--- src/rtl/emu_hash_seq.sv ---
// ---------------------------------------------------------------------------
// emu_hash_seq
//   On-board self-test sequencer for the hash emulator. A start pulse makes
//   it stream configuration and message bytes from a byte ROM into the hash
//   core. It then collects the hash bytes the core returns and compares them
//   against the expected bytes stored after the message in the same ROM.
//   The result is reported as sticky pass / fail / timeout flags, together
//   with the index of the first hash byte that did not match.
//
// Ports
//   clk          core clock
//   rst_async    asynchronous, active-high reset
//   start_i      start request (honoured only in IDLE and DONE)
//   rom_addr_o   ROM address (registered); ROM data returns one cycle later
//   rom_data_i   ROM read data
//   data_o       byte to the core (registered)
//   data_ctrl_o  [0] valid, [2:1] cmd: 01 cfg, 10 msg, 11 last msg, 00 idle
//   hash_i       hash byte from the core (already synchronised)
//   hash_ctrl_i  [0] hash byte strobe, [1] core ready for an input byte
//   busy_o       run in progress
//   done_o       run finished (sticky until next start)
//   pass_o       all hash bytes matched (sticky)
//   fail_o       mismatch or timeout (sticky)
//   timeout_o    stall counter expired (sticky)
//   err_idx_o    index of the first mismatching hash byte
// ---------------------------------------------------------------------------
module emu_hash_seq #(
  parameter  int CFG_BYTES  = 8,
  parameter  int MSG_BYTES  = 64,
  parameter  int HASH_BYTES = 32,
  parameter  int TIMEOUT_W  = 16,
  parameter  int ADDR_W     = $clog2(CFG_BYTES + MSG_BYTES + HASH_BYTES),
  localparam int IDX_W      = $clog2(HASH_BYTES)
) (
  input  logic              clk,
  input  logic              rst_async,
  input  logic              start_i,
  output logic [ADDR_W-1:0] rom_addr_o,
  input  logic [7:0]        rom_data_i,
  output logic [7:0]        data_o,
  output logic [2:0]        data_ctrl_o,
  input  logic [7:0]        hash_i,
  input  logic [1:0]        hash_ctrl_i,
  output logic              busy_o,
  output logic              done_o,
  output logic              pass_o,
  output logic              fail_o,
  output logic              timeout_o,
  output logic [IDX_W-1:0]  err_idx_o
);

  localparam int CNT_W = $clog2(HASH_BYTES + 1);

  localparam logic [ADDR_W-1:0] CFG_END  = ADDR_W'(CFG_BYTES);
  localparam logic [ADDR_W-1:0] LAST_MSG = ADDR_W'(CFG_BYTES + MSG_BYTES - 1);
  localparam logic [CNT_W-1:0]  K_LAST   = CNT_W'(HASH_BYTES - 1);

  typedef enum logic [2:0] {
    S_IDLE,
    S_FETCH,
    S_SEND,
    S_WAIT_HASH,
    S_CHECK,
    S_DONE
  } state_t;

  state_t               state;
  logic [CNT_W-1:0]     k_q;          // hash bytes received so far
  logic [7:0]           h_q;          // last received hash byte
  logic                 cmp_pending;  // h_q waits for its ROM byte
  logic [IDX_W-1:0]     cmp_idx;      // index of the byte held in h_q
  logic [TIMEOUT_W-1:0] stall_cnt;

  logic                 ready;
  logic                 hash_stb;
  logic                 mismatch;
  logic [TIMEOUT_W-1:0] stall_inc;
  logic                 stall_expire;
  logic [1:0]           cmd;

  assign ready    = hash_ctrl_i[1];
  assign hash_stb = hash_ctrl_i[0];

  // The ROM address advanced together with h_q, so rom_data_i now holds the
  // expected byte for the index captured in cmp_idx.
  assign mismatch = cmp_pending && (h_q != rom_data_i);

  // Expire on the cycle the counter would reach all-ones, so a 4-bit counter
  // allows 15 idle cycles before aborting.
  assign stall_inc    = stall_cnt + TIMEOUT_W'(1);
  assign stall_expire = (stall_inc == '1);

  always_comb begin
    if (rom_addr_o < CFG_END)        cmd = 2'b01;
    else if (rom_addr_o == LAST_MSG) cmd = 2'b11;
    else                             cmd = 2'b10;
  end

  // NOTE: all state here is sequential, so every assignment is non-blocking;
  // the async reset clears the control outputs immediately, without a clock.
  always_ff @(posedge clk or posedge rst_async) begin
    if (rst_async) begin
      state       <= S_IDLE;
      rom_addr_o  <= '0;
      data_o      <= '0;
      data_ctrl_o <= '0;
      busy_o      <= 1'b0;
      done_o      <= 1'b0;
      pass_o      <= 1'b0;
      fail_o      <= 1'b0;
      timeout_o   <= 1'b0;
      err_idx_o   <= '0;
      k_q         <= '0;
      h_q         <= '0;
      cmp_pending <= 1'b0;
      cmp_idx     <= '0;
      stall_cnt   <= '0;
    end else begin
      // Single-cycle strobes fall back to idle unless re-asserted below.
      data_ctrl_o <= '0;
      cmp_pending <= 1'b0;

      // Only the first mismatch records its index; fail_o is still clear
      // at that point because timeout ends the run.
      if (mismatch && !fail_o) begin
        fail_o    <= 1'b1;
        err_idx_o <= cmp_idx;
      end

      case (state)
        S_IDLE, S_DONE: begin
          if (start_i) begin
            done_o     <= 1'b0;
            pass_o     <= 1'b0;
            fail_o     <= 1'b0;
            timeout_o  <= 1'b0;
            err_idx_o  <= '0;
            k_q        <= '0;
            stall_cnt  <= '0;
            rom_addr_o <= '0;
            busy_o     <= 1'b1;
            state      <= S_FETCH;
          end
        end

        S_FETCH: state <= S_SEND;

        S_SEND: begin
          if (ready) begin
            data_o      <= rom_data_i;
            data_ctrl_o <= {cmd, 1'b1};
            rom_addr_o  <= rom_addr_o + ADDR_W'(1);
            stall_cnt   <= '0;
            // After the last message byte the address lands on EXP_BASE.
            state       <= (rom_addr_o == LAST_MSG) ? S_WAIT_HASH : S_FETCH;
          end else if (stall_expire) begin
            timeout_o <= 1'b1;
            fail_o    <= 1'b1;
            done_o    <= 1'b1;
            busy_o    <= 1'b0;
            state     <= S_DONE;
          end else begin
            stall_cnt <= stall_inc;
          end
        end

        S_WAIT_HASH: begin
          if (hash_stb) begin
            h_q         <= hash_i;
            cmp_pending <= 1'b1;
            cmp_idx     <= k_q[IDX_W-1:0];
            k_q         <= k_q + CNT_W'(1);
            rom_addr_o  <= rom_addr_o + ADDR_W'(1);
            stall_cnt   <= '0;
            if (k_q == K_LAST) state <= S_CHECK;
          end else if (stall_expire) begin
            timeout_o <= 1'b1;
            fail_o    <= 1'b1;
            done_o    <= 1'b1;
            busy_o    <= 1'b0;
            state     <= S_DONE;
          end else begin
            stall_cnt <= stall_inc;
          end
        end

        // The final byte's compare is resolved this cycle; fold it into pass.
        S_CHECK: begin
          done_o <= 1'b1;
          busy_o <= 1'b0;
          pass_o <= ~(fail_o | mismatch);
          state  <= S_DONE;
        end

        default: state <= S_IDLE;
      endcase
    end
  end

endmodule

--- config.mk ---
export PLATFORM = sky130hd
export DESIGN_NAME = emu_hash_seq
export DESIGN_NICKNAME = d
export VERILOG_FILES = /design/src/rtl/emu_hash_seq.sv
export SDC_FILE = /design/constraint.sdc
export NUM_CORES = 1
export LEC_CHECK = 0
export BUFFER_PORTS_ARGS = -buffer_cell sky130_fd_sc_hd__clkbuf_2
export CAP_MARGIN = 20
export CORE_ASPECT_RATIO = 1.2
export CORE_MARGIN = 10
export CORE_UTILIZATION = 35
export CTS_CLUSTER_SIZE = 10
export DETAILED_ROUTE_END_ITERATION = 8
export GPL_TIMING_DRIVEN = 0
export HOLD_SLACK_MARGIN = 0.05
export PLACE_DENSITY = 0.56
export SLEW_MARGIN = 20
export SYNTH_ARGS = -nofsm -noshare
export SYNTH_HDL_FRONTEND = slang
export SYNTH_SLANG_ARGS = --single-unit
export TNS_END_PERCENT = 100
--- constraint.sdc ---
create_clock -name clk -period 3 [get_ports clk]
set_clock_uncertainty 0.2 [all_clocks]
set_input_delay 0.3 -clock clk [delete_from_list [all_inputs] [get_ports clk]]
set_output_delay 0.3 -clock clk [all_outputs]
set_load 0.005 [all_outputs]
==> summary by stage, run 1 <==
Die
Measured along the y axis, the die boundary spans 126.8 um. The I/O pin total is 49. The die boundary width is 109.0 um. The overall die area is about 0.014 mm2.

The initial cell density of the core is 36.24%. The region available for standard cell placement spans 0.009176 mm2. The floorplan has 38 rows.

GRT
Summed over all layers, the global routing overflow is 0. The number of global-route vias before repair was 2,821. The first-pass GRT wire length is 13,880 um. The global-route usage over all layers is approximately 13%.

The initial antenna violation count came to 0. The maximum number of pins on one net before global-route repair is 52.

Setup path
The critical path arrival is around 2.8 ns. The type of element launching the critical path is a flop. The endpoint identified for the worst register-to-register timing path is stall_cnt[12].

The endpoint required time on the critical path is 3.01 ns. In this run the worst path has a maximum fanout of 9. The setup check on the worst reg-to-reg path leaves a slack of 0.19 ns. The worst setup path is captured at a flop. The start-to-end type of the worst setup path is flop to flop. In this run the critical register-to-register path is launched from stall_cnt[1]. The termination of the worst setup path is stall_cnt[12]. The number of cells on the worst reg-to-reg path is 8.

The critical path starts at stall_cnt[1].

Drt
The via-per-instance ratio is 4.968. For this block, the routed nets add up to roughly 8200 um of wire. For this block, wires on met1 add up to 3456 um. The total vias in the final route is 2,752. After detailed routing, the met3 layer carries 409 um of wire.

The number of violations reported at the end of detailed-routing iteration 0 is a little over 80. The uppermost metal layer occupied by signal nets is met4. The first-pass iteration count of the detailed router is 4.

In the final routed layout, each cell accounts on average for 14.72 um. After detailed routing, the met2 layer carries approximately 4000 um of wire. The DRC violation count after routing is 0. The residual antenna-violating net count after detailed routing is 0.

STA
Derived from the worst setup path, the maximum achievable clock frequency is 356.1 MHz. The number of hold-slack violations in the final timing report came to 0. The final critical path takes up between 90% and 100% of the cycle. The relative max-transition margin is 33.84%. The smallest clock period supported by the final layout is computed as 2.808 ns.

Setup repair after global routing left no endpoint under its margin. The count of final setup violators is 0. The number of slew-limit violations in the final report is 0. The worst-margin pin slew is 0.9887 ns.

Power
In this run the static leakage power is roughly 0.0019 uW. The power density relative to cell area is 771.8 mW/mm2. The worst vdd rail ir drop is 0.2148 mV. After layout, the design draws a total of between 3000 and 4000 uW.

Synthesis
Of the synthesized area, sequential elements account for between 50% and 60%. By area, the combinational part of the netlist is dominated by simple AND/OR/NAND/NOR gates. The number of warning messages in the yosys log is 0. The synthesized netlist devotes 6.584% of its cell area to XOR and XNOR gates. The most used flip-flop cell after synthesis is sky130_fd_sc_hd__dfrtp_1.

In the synthesized netlist, mux cells make up 4.515% of the area. Yosys mapped a number of flops with a built-in enable equal to 0. The synthesized area divided by synthesized cell count is between 9 and 10 um2.

The synthesized netlist contains 50 unique library cells. The synthesized netlist devotes about a tenth of its cell area to compound gates. The number of instances in the synthesized netlist is 352. After Yosys synthesis, and, or, nand and nor cells account for 23.81% of the synthesized area. For this run, asynchronously set or reset flops after synthesis account for 100.0%. The number of nets produced by synthesis is 377. The post-synthesis cell area is 0.003326 mm2. After synthesis the netlist holds a flip-flop and latch count of 67. The adder-cell share of the synthesized area is 1.806%.

Finish
The number of antenna diodes is 0. The signed area change from the synthesized netlist to the final layout is 23.29%. Counting the fill cells in the layout gives 905. The finished layout holds approximately 550 standard cells, fillers aside. The library cell used most frequently in the layout, excluding fill and tap cells, is sky130_fd_sc_hd__nand2_1. In the layout the commonest cells are sky130_fd_sc_hd__nand2_1 (71), sky130_fd_sc_hd__dfrtp_1 (67), sky130_fd_sc_hd__clkbuf_2 (49). Of the cells placed in the final design, the portion with a size suffix greater than 1 is 19.82%. The final layout contains 454 nets.

CTS
TritonCTS built the clock tree. The number of clock buffers added by TritonCTS is 9. The number of buffers between clock root and the deepest sink is 2. Clock-pin slew was measured on the worst setup and hold paths at 0.07 ns. The number of buffers inserted by post-CTS setup repair is 0.

The H-tree was split into 3 levels. The clock reaches the later pin of the worst-skew pair after around 0.35 ns. CTS placed an instance of sky130_fd_sc_hd__clkbuf_8 at the clock tree root.

The number of sinks on the clock net is 67.

Outcome
The flow ran to the end, and the final reports show no timing, DRC or antenna violations.

Hold path
Along the worst hold path, the cell count comes to 3. The worst hold-check path type is primary input to flop.

Place
Including well taps, the total number of placed cells is 521. The post-DP HPWL is around 5900 um. The count of buffers inserted at the top-level ports is 48. The global placement routability congestion is 0.8059.

Run
The reported max-cap violation count is 0.
## registers in the layout (all words and copies together), names as in the netlist, 3 cells and up
signal       flops
cmp_idx          5
data_ctrl_o      3
data_o           8
err_idx_o        5
h_q              8
k_q              6
rom_addr_o       7
stall_cnt       16
state            3
## per-layer routing
layer  GRT usage (%)  up-vias
li1                -     1374
met2           20.82       53
met4           6.449        0
met3           2.432       17
met5               0        -
met1           14.90     1308
## metrics by stage
stage                     setup slack (ns)  util (%)  area [um2]  hold WS (ns)  TNS [ns]
after floorplan                     0.4837         -        3326        0.2054         0
after global placement            -0.09770     40.50        3716        0.2581    -6.164
after detailed placement            0.1330     40.82        3746       0.04533         0
after CTS                           0.1206     44.64        4096       0.06836         0
after global routing               0.05435     44.68        4100       0.09477         0
final                               0.1918     44.68        4100       0.07705         0
## area by class of cell
cell class	count	area (um2)	area share, %
timing repair buffer	66	437.9	10.68
inverter	8	32.53	0.7934
clock inverter	4	25.02	0.6103
clock buffer	12	155.1	3.784
multi-input combinational	261	1558	37.99
tap	120	150.1	3.662
buffer	16	65.06	1.587
sequential	67	1677	40.89
## cells in the mapped netlist (2+ instances only)
library cell                n  area share [%]
sky130_fd_sc_hd__nor2_1    30             3.4
sky130_fd_sc_hd__inv_1      8            0.90
sky130_fd_sc_hd__o31ai_1    2            0.45
sky130_fd_sc_hd__a21oi_1   10             1.5
sky130_fd_sc_hd__ha_1       4             1.5
sky130_fd_sc_hd__nor3_1     6            0.90
sky130_fd_sc_hd__mux2_2     8             2.7
sky130_fd_sc_hd__nand3_1   16             2.4
sky130_fd_sc_hd__o21ai_0   24             3.6
sky130_fd_sc_hd__o41ai_1    2            0.53
sky130_fd_sc_hd__clkbuf_1  12             1.4
sky130_fd_sc_hd__nand4_1   12             2.3
sky130_fd_sc_hd__xor2_1     6             1.6
sky130_fd_sc_hd__mux2i_1    6             1.8
sky130_fd_sc_hd__and3_1     3            0.56
sky130_fd_sc_hd__nand2b_1   4            0.75
sky130_fd_sc_hd__o21a_1     3            0.68
sky130_fd_sc_hd__or3_1      3            0.56
sky130_fd_sc_hd__dfrtp_1   67              50
sky130_fd_sc_hd__o22ai_1    3            0.56
sky130_fd_sc_hd__buf_2      3            0.45
sky130_fd_sc_hd__nor4_1     4            0.75
sky130_fd_sc_hd__xnor2_1   19             5.0
sky130_fd_sc_hd__nand2_1   71             8.0
## critical path: stages, from the launching register on
cell	delay (ns)
sky130_fd_sc_hd__dfrtp_1	0.41
sky130_fd_sc_hd__ha_2	0.30
sky130_fd_sc_hd__nand4_4	0.15
sky130_fd_sc_hd__nor4_4	0.29
sky130_fd_sc_hd__xnor2_1	0.20
sky130_fd_sc_hd__or4_1	0.54
sky130_fd_sc_hd__buf_2	0.21
sky130_fd_sc_hd__nand2_1	0.25
sky130_fd_sc_hd__o21ai_0	0.13
## cells by family (layout without fill, tap and decap cells)
family / Yosys count / in the layout
simple gates: 162 / 162
flops: 67 / 67
compound gates: 55 / 55
xor+xnor: 25 / 25
buf+inv: 24 / 106
mux: 14 / 14
fa+ha+maj: 5 / 5
## power by group
part | leakage [uW] | internal (uW) | switching (uW)
Sequential | 0.000883 | 1150 | 160
Clock | 0.0000884 | 342 | 349
Combinational | 0.000936 | 477 | 691
Total | 0.00191 | 1970 | 1200
## worst min-delay path by stage
stage                   start         end
6_report       hash_ctrl_i[1]    state[0]
5_1_grt        hash_ctrl_i[1]    state[0]
4_1_cts        hash_ctrl_i[1]    state[0]
3_5_place_dp        rst_async   data_o[5]
3_3_place_gp       cmp_idx[4]  cmp_idx[4]
2_1_floorplan       hash_i[0]      h_q[0]
## what timing repair did
action	CTS	global route
hold endpoints to repair	83	0
hold buffers	17	0
resized for setup	0	3
endpoints found under the setup margin	0	3
No activity file was read; power rests on OpenSTA's default activity.
==> run 2, diff against run 1 <==
CTS_BUF_LIST = sky130_fd_sc_hd__clkbuf_8   (was default)
==> run 2 against run 1 <==
Worst setup slack unchanged. Global-route usage unchanged. Cell area unchanged. Sequential share of layout area unchanged. Die area unchanged. Sequential power about the same. Highest routed layer unchanged. Critical path depth unchanged.
==> summary by stage, run 2 (same netlist as run 1, synthesis figures left out) <==
Finish
The register with the most flip-flops is stall_cnt. The largest registers in the layout are stall_cnt x16, data_o x8, h_q x8. The signed area change from the synthesized netlist to the final layout is 23.29%. The final layout contains around 450 nets. The core utilization of the finished layout is 44.68%. Leaving out fill and tap cells, the most frequent cells in the layout are sky130_fd_sc_hd__nand2_1 (71), sky130_fd_sc_hd__dfrtp_1 (67), sky130_fd_sc_hd__clkbuf_2 (49).

The most frequent standard cell in the layout excluding fill and tap cells is sky130_fd_sc_hd__nand2_1. The flip-flop count of the largest register after layout is 16. The number of antenna diodes is 0.

The fraction of final layout cells with drive strength greater than 1 is 19.82%.

CTS
The tree built by TritonCTS fans out to 67 sinks. The number of setup buffers added after CTS is 0. The buffer type at the clock tree root is sky130_fd_sc_hd__clkbuf_8. The clock latency on the worst-skew pair is 0.35 ns. The maximum level of the CTS H-tree is 3.

The TritonCTS clock tree is built. After clock tree synthesis, the clock-pin slew on the worst setup and hold paths is 0.07 ns. The number of buffers between clock root and the deepest sink is 2.

The number of buffers added by the clock tree synthesis step is 9.

Die
The initial utilization of the core area, before any placement, comes to a little over a third. The region available for standard cell placement spans 0.009176 mm2. The die boundary width is 109.0 um. In this run the count of I/O pins placed on the die edge is 49. The floorplan has 38 rows. The die is 126.8 um tall. The die covers approximately 0.014 mm2.

Setup path
On the critical path, the stage with the largest delay is an instance of sky130_fd_sc_hd__or4_1. The critical path goes through ha_2 -> nand4_4 -> nor4_4 -> xnor2_1 -> or4_1 -> buf_2 -> nand2_1 -> o21ai_0. STA classifies the critical path endpoint as a flop.

In this run the critical register-to-register path is launched from stall_cnt[1]. The capture instance of the worst register-to-register path is stall_cnt[12]. The number of cells on the worst reg-to-reg path is 8. By startpoint and endpoint, the worst setup path is classified as flop to flop. The critical path arrival is approximately 2.8 ns. The endpoint required time on the critical path is between 3 and 4 ns. The type of element launching the critical path is a flop. The largest single stage delay on the critical path is 0.54 ns. The worst setup slack for register-to-register paths is around 0.19 ns. Of all nets on the critical path, the largest fanout is 9.

Power
The leakage power is between 0.0015 and 0.002 uW. The switching power share of the total is 37.97%. The overall power consumption is 3162 uW. In this run, flip-flops and latches consume 41.3% of the power. The power density relative to cell area is 771.3 mW/mm2. The combinational fraction of design power is 36.9%. The internal power of the cells is 1962 uW. The worst vdd rail ir drop is 0.2148 mV.

The switching power is around 1200 uW. The part of the power in the clock network is between 20 and 25%.

Drt
The DRC violation count after routing is 0. Once detail routing completed, the nets flagged for antenna violations numbered 0. The number of violations reported at the end of detailed-routing iteration 0 is 82.

The via-per-instance ratio is 4.969. The routed length per instance is 14.73 um. The first-pass iteration count of the detailed router is 4. After detailed routing, the total wire length is just over 8000 um. The total vias in the final route is 2,753.

Place
At the end of routability-driven placement, the weighted congestion stood at 0.8059. Summed over all nets, the half-perimeter wirelength after detailed placement is 5861 um. The worst slack at placement is 0.1330 ns. During placement, the flow inserted port buffers numbering 48.

STA
The count of final setup violators is 0. The number of slew-limit violations in the final report is 0. At the pin with the least slew margin, the transition time is 0.9887 ns. Setup repair after global routing left no endpoint under its margin. The final-layout worst hold slack is 0.07709 ns.

In this run the tightest slew margin relative to its limit is 33.84%. The post-route clock period utilization is 93.61%. The number of hold-slack violations in the final timing report is 0. In the post-route analysis, the smallest setup slack over all paths is 0.1918 ns. The total negative setup slack is 0 ns. Based on the critical path, the design can be clocked at up to 356.1 MHz. Subtracting the final worst setup slack from the clock period gives 2.808 ns.

GRT
The maximum number of pins on one net before global-route repair is 52. Summed over all layers, the global routing overflow is 0. The global-route usage over all layers is 12.54%. The initial antenna violation count is 0. The number of global-route vias before repair is around 2,800. The first global-routing pass estimated around 14,000 um of wire.

Hold path
The path with the worst hold slack has its endpoint at state[0]. In this run the worst hold path is classified as primary input to flop. The number of instances on the worst hold path is 3. In this run the most critical hold path is launched from hash_ctrl_i[1].

Run
The reported max-cap violation count is 0.

Outcome
The flow ran to the end, and the final reports show no timing, DRC or antenna violations.
-- run 2: metrics by stage --
| stage | area, um2 | instances |
|---|---|---|
| 6_report | 4100 | 554 |
| 5_1_grt | 4100 | 554 |
| 2_1_floorplan | 3326 | 352 |
| 3_3_place_gp | 3716 | 520 |
| 3_5_place_dp | 3746 | 521 |
| 4_1_cts | 4096 | 554 |
-- run 2: how the worst max path moves through the flow --
stage | startpoint | endpoint | slack (ns)
after floorplan | stall_cnt[1] | stall_cnt[1] | 0.48
after global placement | rst_async | data_ctrl_o[1] | -0.1
after CTS | stall_cnt[1] | stall_cnt[12] | 0.12
final | stall_cnt[1] | stall_cnt[12] | 0.19
after detailed placement | stall_cnt[1] | stall_cnt[12] | 0.13
after global routing | stall_cnt[1] | stall_cnt[12] | 0.05
-- run 2: cell type report --
class / instances / area (um2)
flip-flops and latches: 67 / 1677
well taps: 120 / 150.1
fillers: 905 / 5076
inverters: 8 / 32.53
plain buffers: 16 / 65.06
clock buffers: 11 / 151.4
clock inverters: 5 / 28.78
multi-input cells: 261 / 1558
repair buffers: 66 / 437.9
-- run 2: worst max-delay path: cells and delay by family, from the launching register on --
kind                       cells  cell delay (ns)
buffers and inverters          1             0.21
adders and majority gates      1             0.30
xor gates and xnor gates       1             0.20
AOI/OAI and AO/OA              1             0.13
DFF                            1             0.41
and+or+nand+nor                4             1.23
-- run 2: power by group through the flow --
stage | Sequential, uW | Combinational, uW | Clock [uW]
after floorplan | 1310 | 770 | 0
after global placement | 1310 | 1140 | 0
after detailed placement | 1320 | 1170 | 0
after CTS | 1310 | 1190 | 714
after global routing | 1340 | 1340 | 747
final | 1310 | 1170 | 689
-- run 2: routing by layer --
| layer | routed length (um) | track usage, % | vias to the layer above |
|---|---|---|---|
| li1 | - | - | 1374 |
| met1 | 3461 | 14.90 | 1309 |
| met2 | 4109 | 20.82 | 53 |
| met3 | 409 | 2.432 | 17 |
| met4 | 180 | 6.449 | 0 |
| met5 | 0 | 0 | - |
-- run 2: repair_timing --
action                                 CTS  global route
endpoints found under the hold margin   83             0
hold buffers                            17             0
setup endpoints to repair                0             3
resized for setup                        0             3
